==> src/rtl/gpio_pad_bank_if.sv <==
// Pad-bank control/status bundle between the register side (master) and gpio_pad_bank (slave).
interface gpio_pad_bank_if #(
   parameter int unsigned CH_NUM   = 8,
   parameter int unsigned DB_WIDTH = 8
);
   logic [CH_NUM-1:0]   dir_i;
   logic [CH_NUM-1:0]   out_i;
   logic [CH_NUM-1:0]   pull_en_i;
   logic [DB_WIDTH-1:0] db_thr_i;
   logic [CH_NUM-1:0]   irq_rise_en_i;
   logic [CH_NUM-1:0]   irq_fall_en_i;
   logic [CH_NUM-1:0]   irq_clr_i;
   logic [CH_NUM-1:0]   pad_in_i;
   logic [CH_NUM-1:0]   pad_out_o;
   logic [CH_NUM-1:0]   pad_oen_o;
   logic [CH_NUM-1:0]   pad_ren_o;
   logic [CH_NUM-1:0]   in_o;
   logic [CH_NUM-1:0]   irq_o;
   logic                irq_any_o;

   modport master (
      output dir_i, out_i, pull_en_i, db_thr_i, irq_rise_en_i, irq_fall_en_i, irq_clr_i, pad_in_i,
      input  pad_out_o, pad_oen_o, pad_ren_o, in_o, irq_o, irq_any_o
   );

   modport slave (
      input  dir_i, out_i, pull_en_i, db_thr_i, irq_rise_en_i, irq_fall_en_i, irq_clr_i, pad_in_i,
      output pad_out_o, pad_oen_o, pad_ren_o, in_o, irq_o, irq_any_o
   );
endinterface

==> src/rtl/gpio_pad_bank.sv <==
// GPIO pad bank: registered pad drivers, 2-flop input sync, optional debounce, sticky edge IRQs.
// Debounce counters are built only when GPIO_PAD_BANK_DEBOUNCE_EN is defined.
module gpio_pad_bank #(
   parameter int unsigned CH_NUM   = 8,
   parameter int unsigned DB_WIDTH = 8
) (
   input logic             clk_i,
   input logic             rst_n_i,
   gpio_pad_bank_if.slave  bus
);

   logic [CH_NUM-1:0] pad_out_q, pad_oen_q, pad_ren_q;
   logic [CH_NUM-1:0] s1_q, s2_q;
   logic [CH_NUM-1:0] in_q, in_d;
   logic [CH_NUM-1:0] irq_q, irq_d;

`ifdef GPIO_PAD_BANK_DEBOUNCE_EN
   logic [DB_WIDTH-1:0] cnt_q [CH_NUM];
   logic [DB_WIDTH-1:0] cnt_d [CH_NUM];

   // Accept s2 only after it has disagreed with in_o for db_thr_i+1 consecutive edges.
   always_comb begin
      in_d = in_q;
      for (int unsigned i = 0; i < CH_NUM; i++) begin
         cnt_d[i] = cnt_q[i];
         if (s2_q[i] == in_q[i]) begin
            cnt_d[i] = '0;
         end else if (cnt_q[i] >= bus.db_thr_i) begin
            in_d[i]  = s2_q[i];
            cnt_d[i] = '0;
         end else begin
            cnt_d[i] = cnt_q[i] + DB_WIDTH'(1);
         end
      end
   end

   always_ff @(posedge clk_i) begin
      for (int unsigned i = 0; i < CH_NUM; i++) begin
         if (!rst_n_i) cnt_q[i] <= '0;
         else          cnt_q[i] <= cnt_d[i];
      end
   end
`else
   logic unused_db_thr;
   assign unused_db_thr = ^bus.db_thr_i;

   always_comb begin
      in_d = s2_q;
   end
`endif

   // Set beats a coincident clear so an edge is never lost.
   always_comb begin
      irq_d = (irq_q & ~bus.irq_clr_i)
            | (~in_q &  in_d & bus.irq_rise_en_i)
            | ( in_q & ~in_d & bus.irq_fall_en_i);
   end

   always_ff @(posedge clk_i) begin
      if (!rst_n_i) begin
         pad_out_q <= '0;
         pad_oen_q <= '0;
         pad_ren_q <= '0;
         s1_q      <= '0;
         s2_q      <= '0;
         in_q      <= '0;
         irq_q     <= '0;
      end else begin
         pad_out_q <= bus.out_i;
         pad_oen_q <= bus.dir_i;
         pad_ren_q <= bus.pull_en_i;
         s1_q      <= bus.pad_in_i;
         s2_q      <= s1_q;
         in_q      <= in_d;
         irq_q     <= irq_d;
      end
   end

   assign bus.pad_out_o = pad_out_q;
   assign bus.pad_oen_o = pad_oen_q;
   assign bus.pad_ren_o = pad_ren_q;
   assign bus.in_o      = in_q;
   assign bus.irq_o     = irq_q;
   assign bus.irq_any_o = |irq_q;

endmodule

==> src/flat_wrapper.sv <==
// flat-port wrapper written by rule: the top's interface ports become plain ports
module gpio_pad_bank_flat 
#(
   parameter int unsigned CH_NUM   = 8,
   parameter int unsigned DB_WIDTH = 8
)
  (clk_i, rst_n_i, bus_dir_i, bus_out_i, bus_pull_en_i, bus_db_thr_i, bus_irq_rise_en_i, bus_irq_fall_en_i, bus_irq_clr_i, bus_pad_in_i, bus_pad_out_o, bus_pad_oen_o, bus_pad_ren_o, bus_in_o, bus_irq_o, bus_irq_any_o);
  gpio_pad_bank_if #(.CH_NUM(CH_NUM), .DB_WIDTH(DB_WIDTH)) bus_i ();
  input logic clk_i;
  input logic rst_n_i;
  input wire logic [$bits(bus_i.dir_i)-1:0] bus_dir_i;
  input wire logic [$bits(bus_i.out_i)-1:0] bus_out_i;
  input wire logic [$bits(bus_i.pull_en_i)-1:0] bus_pull_en_i;
  input wire logic [$bits(bus_i.db_thr_i)-1:0] bus_db_thr_i;
  input wire logic [$bits(bus_i.irq_rise_en_i)-1:0] bus_irq_rise_en_i;
  input wire logic [$bits(bus_i.irq_fall_en_i)-1:0] bus_irq_fall_en_i;
  input wire logic [$bits(bus_i.irq_clr_i)-1:0] bus_irq_clr_i;
  input wire logic [$bits(bus_i.pad_in_i)-1:0] bus_pad_in_i;
  output wire logic [$bits(bus_i.pad_out_o)-1:0] bus_pad_out_o;
  output wire logic [$bits(bus_i.pad_oen_o)-1:0] bus_pad_oen_o;
  output wire logic [$bits(bus_i.pad_ren_o)-1:0] bus_pad_ren_o;
  output wire logic [$bits(bus_i.in_o)-1:0] bus_in_o;
  output wire logic [$bits(bus_i.irq_o)-1:0] bus_irq_o;
  output wire logic [$bits(bus_i.irq_any_o)-1:0] bus_irq_any_o;
  assign bus_i.dir_i = bus_dir_i;
  assign bus_i.out_i = bus_out_i;
  assign bus_i.pull_en_i = bus_pull_en_i;
  assign bus_i.db_thr_i = bus_db_thr_i;
  assign bus_i.irq_rise_en_i = bus_irq_rise_en_i;
  assign bus_i.irq_fall_en_i = bus_irq_fall_en_i;
  assign bus_i.irq_clr_i = bus_irq_clr_i;
  assign bus_i.pad_in_i = bus_pad_in_i;
  assign bus_pad_out_o = bus_i.pad_out_o;
  assign bus_pad_oen_o = bus_i.pad_oen_o;
  assign bus_pad_ren_o = bus_i.pad_ren_o;
  assign bus_in_o = bus_i.in_o;
  assign bus_irq_o = bus_i.irq_o;
  assign bus_irq_any_o = bus_i.irq_any_o;
  gpio_pad_bank #(.CH_NUM(CH_NUM), .DB_WIDTH(DB_WIDTH)) u_core (.clk_i(clk_i), .rst_n_i(rst_n_i), .bus(bus_i));
endmodule
==> config.mk <==
export PLATFORM = sky130hd
export DESIGN_NAME = gpio_pad_bank_flat
export DESIGN_NICKNAME = d
export VERILOG_FILES = /design/src/rtl/gpio_pad_bank_if.sv /design/src/rtl/gpio_pad_bank.sv /design/src/flat_wrapper.sv
export SDC_FILE = /design/constraint.sdc
export NUM_CORES = 1
export LEC_CHECK = 0
export BUFFER_PORTS_ARGS = -buffer_cell sky130_fd_sc_hd__buf_2
export CAP_MARGIN = 20
export CORE_MARGIN = 1.5
export CORE_UTILIZATION = 47
export CTS_BUF_LIST = sky130_fd_sc_hd__clkbuf_4
export CTS_CLUSTER_DIAMETER = 100
export CTS_CLUSTER_SIZE = 30
export DETAILED_ROUTE_END_ITERATION = 7
export PLACE_DENSITY_LB_ADDON = 0.05
export SLEW_MARGIN = 20
export SYNTH_ARGS = -nofsm -noshare
export SYNTH_HDL_FRONTEND = slang
export SYNTH_SLANG_ARGS = --single-unit
==> constraint.sdc <==
create_clock -name clk_i -period 1.35 [get_ports clk_i]
set_input_delay 0 -clock clk_i [delete_from_list [all_inputs] [get_ports clk_i]]
set_output_delay 0 -clock clk_i [all_outputs]
set_load 0.1 [all_outputs]
Yosys cells after proc, flatten, opt, wreduce, memory -nomap -nowiden
Cells that the tools add are included.

Register bits after elaboration: 56. Input bits: 66. Output and inout port bits: 41. Word-level logic and storage cells: 18.

Bitwise logic cells: 10. Reduce and logical (&&, ||, !) cells: 1.

Operators by type and width (count): $and 8x8->8 (5); $not 8->8 (3); $or 8x8->8 (2); $reduce_or 8->1 (1).

Logic depth before layout (Yosys ltp)
Gate-level depths: netlist of the first run.

Depth after elaboration: 5. Mapped depth: 4. Mapped depth without buffers: 2.

Least setup slack after synthesis of the first run
OpenSTA, ideal clock, no wires.

Path type: flip-flop to output port. Start point: register u_core.irq_q[5] (netlist: u_core.bus.irq_o[5]). End point: output port bus_irq_any_o. Arrival: 1.789 ns. Required time: 1.350 ns. Setup slack: -0.439 ns. Cell stages (with the launch flop): 3. Path buffers: 0. Path through: dfxtp_1 nor4_1 nand2_1.

Word-level cells in the longest chain between the ends: 1.

Ends and longest elaborated chain: start: declaration (line gpio_pad_bank.sv:15) `logic [CH_NUM-1:0] irq_q, irq_d;`; start signal: assignment (line gpio_pad_bank.sv:75) `irq_q <= irq_d;`; $reduce_or 8->1 (line gpio_pad_bank.sv:84) `assign bus.irq_any_o = |irq_q;`; end: declaration (line flat_wrapper.sv:24) `output wire logic [$bits(bus_i.irq_any_o)-1:0] bus_irq_any_o;`.

Every way passes these cells.

Final worst setup path of the first run
Start point: register u_core.in_q[6] (netlist: u_core.bus.in_o[6]). End point: register u_core.irq_q[6] (netlist: u_core.bus.irq_o[6]).

Word-level cells in the longest chain between the ends: 5. Elaborated cells between the ends (all ways): 7. Those cells by class: 7 x bitwise.

Ends and longest elaborated chain: start: declaration (line gpio_pad_bank.sv:14) `logic [CH_NUM-1:0] in_q, in_d;`; start signal: assignment (line gpio_pad_bank.sv:74) `in_q <= in_d;`; $not 8->8 (line gpio_pad_bank.sv:55) `| (~in_q & in_d & bus.irq_rise_en_i)`; $and 8x8->8 (2 in series) (line gpio_pad_bank.sv:55); $or 8x8->8 (line gpio_pad_bank.sv:55); $or 8x8->8 (*) (line gpio_pad_bank.sv:56) `| ( in_q & ~in_d & bus.irq_fall_en_i);`.

Every way passes the cells marked *; elsewhere a longest branch is shown, timed or not. A chain may end at the register's enable or synchronous reset.

==> results of run 1 <==
## cells in the mapped netlist (all sizes together)
library cell / number / area share, %
nand2: 1 / 0.22
clkbuf: 4 / 1.2
nand3: 8 / 2.3
nor4: 2 / 0.72
nand4b: 16 / 8.1
dfxtp: 56 / 64
buf: 4 / 2.4
nand3b: 8 / 3.5
and2: 48 / 17
## worst max path at each step
stage	from	endpoint	slack (ns)	cells after the start
after CTS	u_core.bus.irq_o[1]	bus_irq_any_o	0.03	3
after detailed placement	u_core.bus.irq_o[1]	bus_irq_any_o	0.32	3
after global routing	u_core.bus.irq_o[5]	bus_irq_any_o	0.01	3
final	u_core.bus.in_o[6]	u_core.bus.irq_o[6]	0.07	3
after floorplan	u_core.bus.in_o[2]	u_core.bus.irq_o[2]	0.02	2
after global placement	u_core.bus.irq_o[1]	bus_irq_any_o	0.31	3
## registers in the layout, summed over array words and instances (netlist names)
register,flops
u_core.bus.irq_o,8
u_core.s1_q,8
u_core.bus.pad_oen_o,8
u_core.bus.in_o,8
u_core.bus.pad_out_o,8
u_core.bus.pad_ren_o,8
u_core.in_d,8
## logic make-up after synthesis
group	Yosys count	share of synthesized area, %
flops	56	64.46
simple gates	83	32.01
buf+inv	8	3.525
## critical path: stages (launching register included)
cell and delay (ns):
dfxtp_1 0.40, nand4b_1 0.14, nand3_1 0.08, dlygate4sd3_1 0.55
## routing by layer
| layer | track usage [%] | wire [um] | share of wire [%] |
|---|---|---|---|
| met3 | 5.106 | 295 | 7.0 |
| met1 | 23.27 | 1685 | 40 |
| met2 | 40.76 | 2143 | 51 |
| met5 | 0 | 0 | 0 |
| met4 | 7.609 | 72 | 1.7 |
## metrics by stage
stage / instance area, um^2 / hold WS, ns
final: 2826 / 0.1318
after global placement: 2258 / 0.2042
after CTS: 2809 / 0.1142
after global routing: 2826 / 0.1521
after detailed placement: 2258 / 0.2081
after floorplan: 1752 / 0.1273
## what timing repair did
action,4_1_cts,5_1_grt
hold buffers,48,0
pin swaps,0,0
endpoints found under the hold margin,40,0
endpoints found under the setup margin,1,1
resized for setup,4,2
## final cells by class
class / count / area, um^2 / share of cell area [%]
Sequential cell: 56 / 1131 / 40.02
Timing Repair Buffer: 147 / 997.2 / 35.28
Multi-Input combinational cell: 83 / 589.3 / 20.85
Tap cell: 46 / 57.56 / 2.036
Clock buffer: 5 / 37.54 / 1.328
Clock inverter: 3 / 13.76 / 0.4869
## report_power, final
part | internal [mW] | switching (mW) | total, mW
registers | 1.73 | 0.0333 | 1.76
logic | 0.249 | 0.539 | 0.788
clock network | 0.192 | 0.458 | 0.651
total | 2.17 | 1.03 | 3.20
==> impl_metrics.env, run 1 <==
export IMPL_power_total_mw=3.202
export IMPL_routed_via_density=4.588
export IMPL_grt_max_degree=41
export IMPL_layout_min_cycle_time_ns=1.277
export IMPL_die_x_um=63.83
export IMPL_track_usage_pct=21.64
export IMPL_crit_fanout=3
export IMPL_n_antenna_cell=0
export IMPL_max_clock_path_buffers=2
export IMPL_holdCritPathClass="in2reg"
export IMPL_vias=1560
export IMPL_p_per_area_nw_per_um2=1133
export IMPL_r2r_end="u_core.bus.irq_o[6]"
export IMPL_hpwlAfterDp_um=2317
export IMPL_fin_crit_sh_pct=94.57
export IMPL_synthCells=147
export IMPL_final_cells=340
export IMPL_path_class="reg2reg"
export IMPL_nets=359
export IMPL_die_h_um=63.83
export IMPL_grt_pass1_wl_um=6755
export IMPL_pre_cts_slack_ns=0.3185
export IMPL_hold_path_end="u_core.in_d[1]"
export IMPL_drt_pass1_iter_count=4
export IMPL_wl_per_cell_um=12.34
export IMPL_wl_um=4196
export IMPL_reg2reg_from="u_core.bus.in_o[6]"
export IMPL_core_um2=3442
export IMPL_grt_pass1_vias=1568
export IMPL_clock_sinks=56
export IMPL_cp_required_ns=1.61
export IMPL_run_status="finished, final reports clean"
export IMPL_netlist_area_um2=1739
export IMPL_cts_made_buffers=5
export IMPL_numPortBuffers=98
export IMPL_ys_types=10
export IMPL_avgSynthCellArea_um2=11.83
export IMPL_rows=21
export IMPL_place_gp_congestion=0.6907
export IMPL_route_detailed_drc=0
export IMPL_cp_start_kind="flip-flop"
export IMPL_clock_latency_ns=0.35
export IMPL_placed_cells=284
export IMPL_drt_iter0_markers=68
export IMPL_ios=107
export IMPL_cts_post_setup_buffers_inserted=0
export IMPL_rr_worst_depth=3
export IMPL_peakVddDrop_mv=0.8083
export IMPL_final_common_cell="buf_2"
export IMPL_grt_setup_unrepaired="false"
export IMPL_synth_nets=213
export IMPL_crit_arrival_ns=1.54
export IMPL_cts_clk_slew_worst_paths_ns=0.14
export IMPL_drtAntennaViolNets=0
export IMPL_htreeDepth=2
export IMPL_layout_setup_ws_ns=0.07335
export IMPL_whs_path_depth=2
export IMPL_fin_setup_tns_ns=0
export IMPL_worstHoldStart="rst_n_i"
export IMPL_finalHoldViolCount=0
export IMPL_ys_seq_area_share_pct=64.46
export IMPL_maxSlewViolCount=0
export IMPL_reg2reg_slack_ns=0.07
export IMPL_layout_common_cells="97 x buf_2, 48 x and2_1, 48 x dlygate4sd3_1, 48 x dfxtp_1, 16 x nand4b_1"
export IMPL_overflow=0
export IMPL_cts_tree="built"
export IMPL_p_leak_nw=1.383
export IMPL_antenna_found_initial=0
export IMPL_tightest_slew_ns=0.4955
export IMPL_drive_gt1_share_pct=39.80
export IMPL_utilization_pct=82.12
export IMPL_finalSetupViolCount=0
export IMPL_critPathCaptureType="flip-flop"
export IMPL_synth_warnings=0
export IMPL_timing_slew_headroom_pct=67.20
export IMPL_finClkSkew_ns=0.001768
export IMPL_cap_violations=0
export IMPL_nFillCells=208
export IMPL_fmax_mhz=783.3
export IMPL_cts_root_buf="clkbuf_4"
export IMPL_synth_seq_cells=56
export IMPL_area_delta_synth_final_pct=62.52
export IMPL_die_area_um2=4074
export IMPL_initial_utilization_pct=50.53
Note: power is estimated with default switching activity, not from simulation.
==> run 2, diff against run 1 <==
CTS_BUF_LIST = sky130_fd_sc_hd__clkbuf_8   (was sky130_fd_sc_hd__clkbuf_4)
==> run 2 against run 1 <==
  * Combinational power decreased by 2%
  * Die area unchanged
  * Sequential power about the same
  * Sequential share of layout area decreased by 0.053 points
  * Largest power group unchanged
  * Non-clock buffer count decreased by 1
  * First-iteration DRC count increased by 15%
  * Largest cell class unchanged
  * Clock skew increased by 0.0018 ns
  * Critical path depth unchanged
==> impl_metrics.env, run 2 (synthesis gave the netlist of run 1 again) <==
export IMPL_run_status="finished, final reports clean"
export IMPL_htreeDepth=2
export IMPL_crit_arrival_ns=1.45
export IMPL_vias=1517
export IMPL_layout_common_cells="97 x buf_2, 48 x and2_1, 48 x dfxtp_1, 47 x dlygate4sd3_1, 16 x nand4b_1"
export IMPL_p_int_mw=2.376
export IMPL_ios=107
export IMPL_path_class="reg2reg"
export IMPL_routed_via_density=4.475
export IMPL_reg2reg_slack_ns=0.08
export IMPL_nets=358
export IMPL_power_switching_share_pct=30.51
export IMPL_cts_made_buffers=5
export IMPL_core_um2=3442
export IMPL_p_comb_share_pct=22.7
export IMPL_nFillCells=210
export IMPL_p_switching_mw=1.043
export IMPL_tightest_slew_ns=0.5072
export IMPL_clock_sinks=56
export IMPL_pwr_share_clk_pct=25.9
export IMPL_die_x_um=63.83
export IMPL_maxSlewViolCount=0
export IMPL_cp_start_kind="flip-flop"
export IMPL_die_area_um2=4074
export IMPL_finalHoldViolCount=0
export IMPL_wl_per_cell_um=12.15
export IMPL_finClkSkew_ns=0.003612
export IMPL_final_common_cell="buf_2"
export IMPL_grt_pass1_wl_um=6451
export IMPL_place_gp_congestion=0.6907
export IMPL_hpwlAfterDp_um=2317
export IMPL_whs_path_depth=3
export IMPL_drt_iter0_markers=78
export IMPL_holdCritPathClass="in2reg"
export IMPL_cap_violations=0
export IMPL_overflow=0
export IMPL_cts_tree="built"
export IMPL_r2r_end="u_core.bus.irq_o[6]"
export IMPL_track_usage_pct=20.32
export IMPL_crit_path_max_incr_delay_ns=0.55
export IMPL_final_area_um2=2830
export IMPL_initial_utilization_pct=50.53
export IMPL_grt_max_degree=41
export IMPL_numPortBuffers=98
export IMPL_finalSetupViolCount=0
export IMPL_fin_crit_sh_pct=94.05
export IMPL_cts_post_setup_buffers_inserted=0
export IMPL_timing_slew_headroom_pct=66.42
export IMPL_critical_path_top_delay_family="buffers and inverters"
export IMPL_worstHoldStart="bus_irq_clr_i[5]"
export IMPL_cts_clk_slew_worst_paths_ns=0.09
export IMPL_crit_fanout=3
export IMPL_cts_root_buf="clkbuf_8"
export IMPL_crit_chain="nand4b_1, nand3_1, dlygate4sd3_1"
export IMPL_n_antenna_cell=0
export IMPL_rr_worst_depth=3
export IMPL_final_cells=339
export IMPL_placed_cells=284
export IMPL_worst_path_buf_inv=1
export IMPL_die_h_um=63.83
export IMPL_route_detailed_drc=0
export IMPL_critPathCaptureType="flip-flop"
export IMPL_fmax_mhz=787.6
export IMPL_pwr_share_seq_pct=51.4
export IMPL_peakVddDrop_mv=0.9661
export IMPL_layout_min_cycle_time_ns=1.270
export IMPL_grt_setup_unrepaired="false"
export IMPL_reg2reg_from="u_core.bus.in_o[6]"
export IMPL_grt_pass1_vias=1482
export IMPL_holdWs_ns=0.01983
export IMPL_antenna_found_initial=0
export IMPL_p_per_area_nw_per_um2=1208
export IMPL_fin_setup_tns_ns=0
export IMPL_cp_required_ns=1.53
export IMPL_place_area_um2=2258
export IMPL_hold_path_end="u_core.bus.irq_o[5]"
export IMPL_clock_latency_ns=0.29
export IMPL_area_delta_synth_final_pct=62.73
export IMPL_p_leak_nw=1.383
export IMPL_drtAntennaViolNets=0
export IMPL_drive_gt1_share_pct=39.93
export IMPL_drt_pass1_iter_count=4
export IMPL_cp_slowest_cell="dlygate4sd3_1"
export IMPL_power_total_mw=3.419
export IMPL_wl_um=4118
export IMPL_max_clock_path_buffers=2
export IMPL_rows=21
## run 2: stage by stage
step	setup WS [ns]	utilization, %
2_1_floorplan	0.01979	-
3_3_place_gp	0.3124	65.61
3_5_place_dp	0.3185	65.61
4_1_cts	0.03757	82.04
5_1_grt	0.0007636	82.22
6_report	0.08036	82.22
## run 2: cell type report
cell class              count  area, um^2  share of cell area [%]
repair buffers            146       983.4                   34.75
well taps                  46       57.56                   2.034
multi-input cells          83       565.5                   19.98
clock buffers               6       82.58                   2.918
clock inverters             2       10.01                  0.3537
flip-flops and latches     56        1131                   39.96
## run 2: worst max path at each step
stage | start | to | slack (ns) | depth (start not counted)
4_1_cts | u_core.bus.irq_o[1] | bus_irq_any_o | 0.04 | 3
3_3_place_gp | u_core.bus.irq_o[1] | bus_irq_any_o | 0.31 | 3
6_report | u_core.bus.in_o[6] | u_core.bus.irq_o[6] | 0.08 | 3
2_1_floorplan | u_core.bus.in_o[2] | u_core.bus.irq_o[2] | 0.02 | 2
5_1_grt | u_core.bus.irq_o[5] | bus_irq_any_o | 0.0008 | 3
3_5_place_dp | u_core.bus.irq_o[1] | bus_irq_any_o | 0.32 | 3
## run 2: power groups by stage
stage | logic, mW | clock network [mW] | registers (mW)
2_1_floorplan | 0.139 | 0 | 2.18
3_3_place_gp | 0.657 | 0 | 1.79
3_5_place_dp | 0.664 | 0 | 1.79
4_1_cts | 0.767 | 0.920 | 1.75
5_1_grt | 0.809 | 0.982 | 1.77
6_report | 0.776 | 0.886 | 1.76
## run 2: layer usage
layer  vias to the layer above  track usage, %  wire, um
li1                        780               -         -
met1                       667           22.23      1623
met2                        66           38.67      2186
met3                         4           4.401       277
met4                         0           5.978        31
met5                         -               0         0
## run 2: repair_timing
action / in CTS / in global routing
endpoints found under the hold margin: 40 / 0
hold buffers: 47 / 0
gates resized for setup: 1 / 1
setup endpoints to repair: 1 / 1
## run 2: tightest hold or removal path, delay by kind of cell
kind                   cells  cell delay [ns]
buffers and inverters      1             0.08
AND/OR/NAND/NOR            2             0.18
==> run 3, diff against run 2 <==
SETUP_SLACK_MARGIN = 0.1   (was not set)
==> run 3 against run 2 <==
  * The flow now finishes with violations (negative hold slack)
  * Wire length grew 3.0%
  * Non-clock buffer count shrank 1
  * Clock skew shrank 0.0010 ns
  * Worst setup slack gained 0.061 ns
  * Design area grew 0.84%
  * Die area is the same
  * Sequential power is essentially flat
  * Via count grew 1.5%
  * Core utilization grew 0.69 points
  * Register-to-register slack gained 0.06 ns
  * Critical path type unchanged
  * Clock-buffer cell count is the same
  * Clock power grew 1%
==> impl_metrics.env, run 3 (synthesis gave the netlist of run 1 again) <==
export IMPL_timing_slew_headroom_pct=67.13
export IMPL_numPortBuffers=98
export IMPL_critPathCaptureType="flip-flop"
export IMPL_grt_util_met1_pct=24.49
export IMPL_clock_latency_ns=0.30
export IMPL_drive_gt1_share_pct=45.55
export IMPL_finalSetupViolCount=0
export IMPL_cap_violations=0
export IMPL_holdWs_ns=-0.03256
export IMPL_grt_pass1_wl_um=7072
export IMPL_initial_utilization_pct=50.53
export IMPL_cts_post_setup_buffers_inserted=0
export IMPL_core_um2=3442
export IMPL_p_comb_share_pct=22.7
export IMPL_path_class="reg2reg"
export IMPL_drt_pass1_iter_count=4
export IMPL_die_area_um2=4074
export IMPL_crit_arrival_ns=1.40
export IMPL_tightest_slew_ns=0.4964
export IMPL_placed_cells=285
export IMPL_fin_setup_tns_ns=0
export IMPL_p_int_mw=2.385
export IMPL_cts_clk_slew_worst_paths_ns=0.09
export IMPL_globalRouteMet2Util_pct=41.41
export IMPL_routed_via_density=4.556
export IMPL_finalHoldViolCount=2
export IMPL_final_common_cell="buf_2"
export IMPL_max_clock_path_buffers=2
export IMPL_p_leak_nw=1.387
export IMPL_crit_fanout=3
export IMPL_clock_sinks=56
export IMPL_layout_min_cycle_time_ns=1.208
export IMPL_cp_start_kind="flip-flop"
export IMPL_final_cells=338
export IMPL_route_detailed_drc=0
export IMPL_met3_usage_pct=6.338
export IMPL_violations="negative hold slack"
export IMPL_crit_chain="nand4b_1, nand3_1, dlygate4sd3_1"
export IMPL_cts_made_buffers=5
export IMPL_fin_crit_sh_pct=89.52
export IMPL_p_per_area_nw_per_um2=1206
export IMPL_cp_required_ns=1.54
export IMPL_grt_busiest_layer="met2"
export IMPL_grt_setup_unrepaired="true"
export IMPL_nets=357
export IMPL_htreeDepth=2
export IMPL_crit_path_max_incr_delay_ns=0.56
export IMPL_ios=107
export IMPL_fmax_mhz=827.5
export IMPL_cp_slowest_cell="dlygate4sd3_1"
export IMPL_die_x_um=63.83
export IMPL_drtAntennaViolNets=0
export IMPL_wl_per_cell_um=12.55
export IMPL_n_antenna_cell=0
export IMPL_peakVddDrop_mv=1.087
export IMPL_holdCritPathClass="in2reg"
export IMPL_layout_setup_ws_ns=0.1415
export IMPL_cts_root_buf="clkbuf_8"
export IMPL_antenna_found_initial=0
export IMPL_worst_path_buf_inv=1
export IMPL_run_status="finished with violations"
export IMPL_hpwlAfterDp_um=2387
export IMPL_vias=1540
export IMPL_power_switching_share_pct=30.71
export IMPL_cts_tree="built"
export IMPL_grt_max_degree=38
export IMPL_finClkSkew_ns=0.002581
export IMPL_pwr_share_seq_pct=51.2
export IMPL_wl_um=4243
export IMPL_pre_cts_slack_ns=0.3403
export IMPL_place_gp_congestion=0.6311
export IMPL_maxSlewViolCount=0
export IMPL_die_h_um=63.83
export IMPL_area_delta_synth_final_pct=64.10
export IMPL_grt_pass1_vias=1618
export IMPL_layout_common_cells="97 x buf_2, 48 x and2_1, 45 x dlygate4sd3_1, 34 x dfxtp_1, 22 x dfxtp_2"
export IMPL_rows=21
export IMPL_p_switching_mw=1.057
export IMPL_critical_path_top_delay_family="buffers and inverters"
export IMPL_drt_iter0_markers=44
export IMPL_pwr_share_clk_pct=26.0
export IMPL_overflow=0
export IMPL_track_usage_pct=22.61
run 3: cell count changes in the layout (fill, tap and decap cells not counted):
cell	change
dfxtp_1	-14
dlygate4sd3_1	-2
nor4_4	+1
dfxtp_2	+14
nor4_1	-1
buf_6	+1
run 3: final cells by class:
class	count	area, um^2
clock inverter	2	10.01
sequential	56	1149
timing repair buffer	145	974.7
clock buffer	6	82.58
fill	205	588.1
tap	46	57.56
multi-input combinational	83	580.6
run 3: worst paths after layout:
check	endpoint	startpoint	depth (start not counted)	slack (ns)
min	u_core.bus.irq_o[1]	bus_irq_fall_en_i[1]	3	-0.03
max	u_core.bus.irq_o[5]	u_core.in_d[5]	3	0.14
max reg2reg	u_core.bus.irq_o[5]	u_core.in_d[5]	3	0.14
min reg2reg	u_core.in_d[2]	u_core.s1_q[2]	1	0.44
run 3: metrics by stage:
step,power [mW],cell area [um^2],utilization [%]
detailed placement,2.462,2276,66.12
global route,3.591,2854,82.92
finish,3.442,2854,82.92
floorplan,2.319,1762,-
global placement,2.449,2276,66.12
CTS,3.452,2854,82.92
run 3: layer usage:
| layer | vias up | part of all wire, % |
|---|---|---|
| met1 | 685 | 39 |
| met3 | 7 | 7.1 |
| li1 | 776 | - |
| met4 | 0 | 1.8 |
| met2 | 72 | 52 |
| met5 | - | 0 |
run 3: power groups by stage:
stage	Combinational (mW)	Clock, mW	Sequential [mW]
6_report	0.783	0.897	1.76
5_1_grt	0.820	0.999	1.77
4_1_cts	0.772	0.923	1.76
3_5_place_dp	0.667	0	1.79
3_3_place_gp	0.659	0	1.79
2_1_floorplan	0.139	0	2.18
run 3: timing repair:
item | CTS | global route
resized for setup | 3 | 8
gates cloned | 0 | 0
hold endpoints to repair | 40 | 0
hold buffers | 47 | 0
pin swaps | 0 | 3
endpoints found under the setup margin | 1 | 7
run 3: worst register-to-register path: stages (launching register included):
cell and delay [ns]:
dfxtp_1 0.35, nand4b_1 0.12, nand3_1 0.08, dlygate4sd3_1 0.56
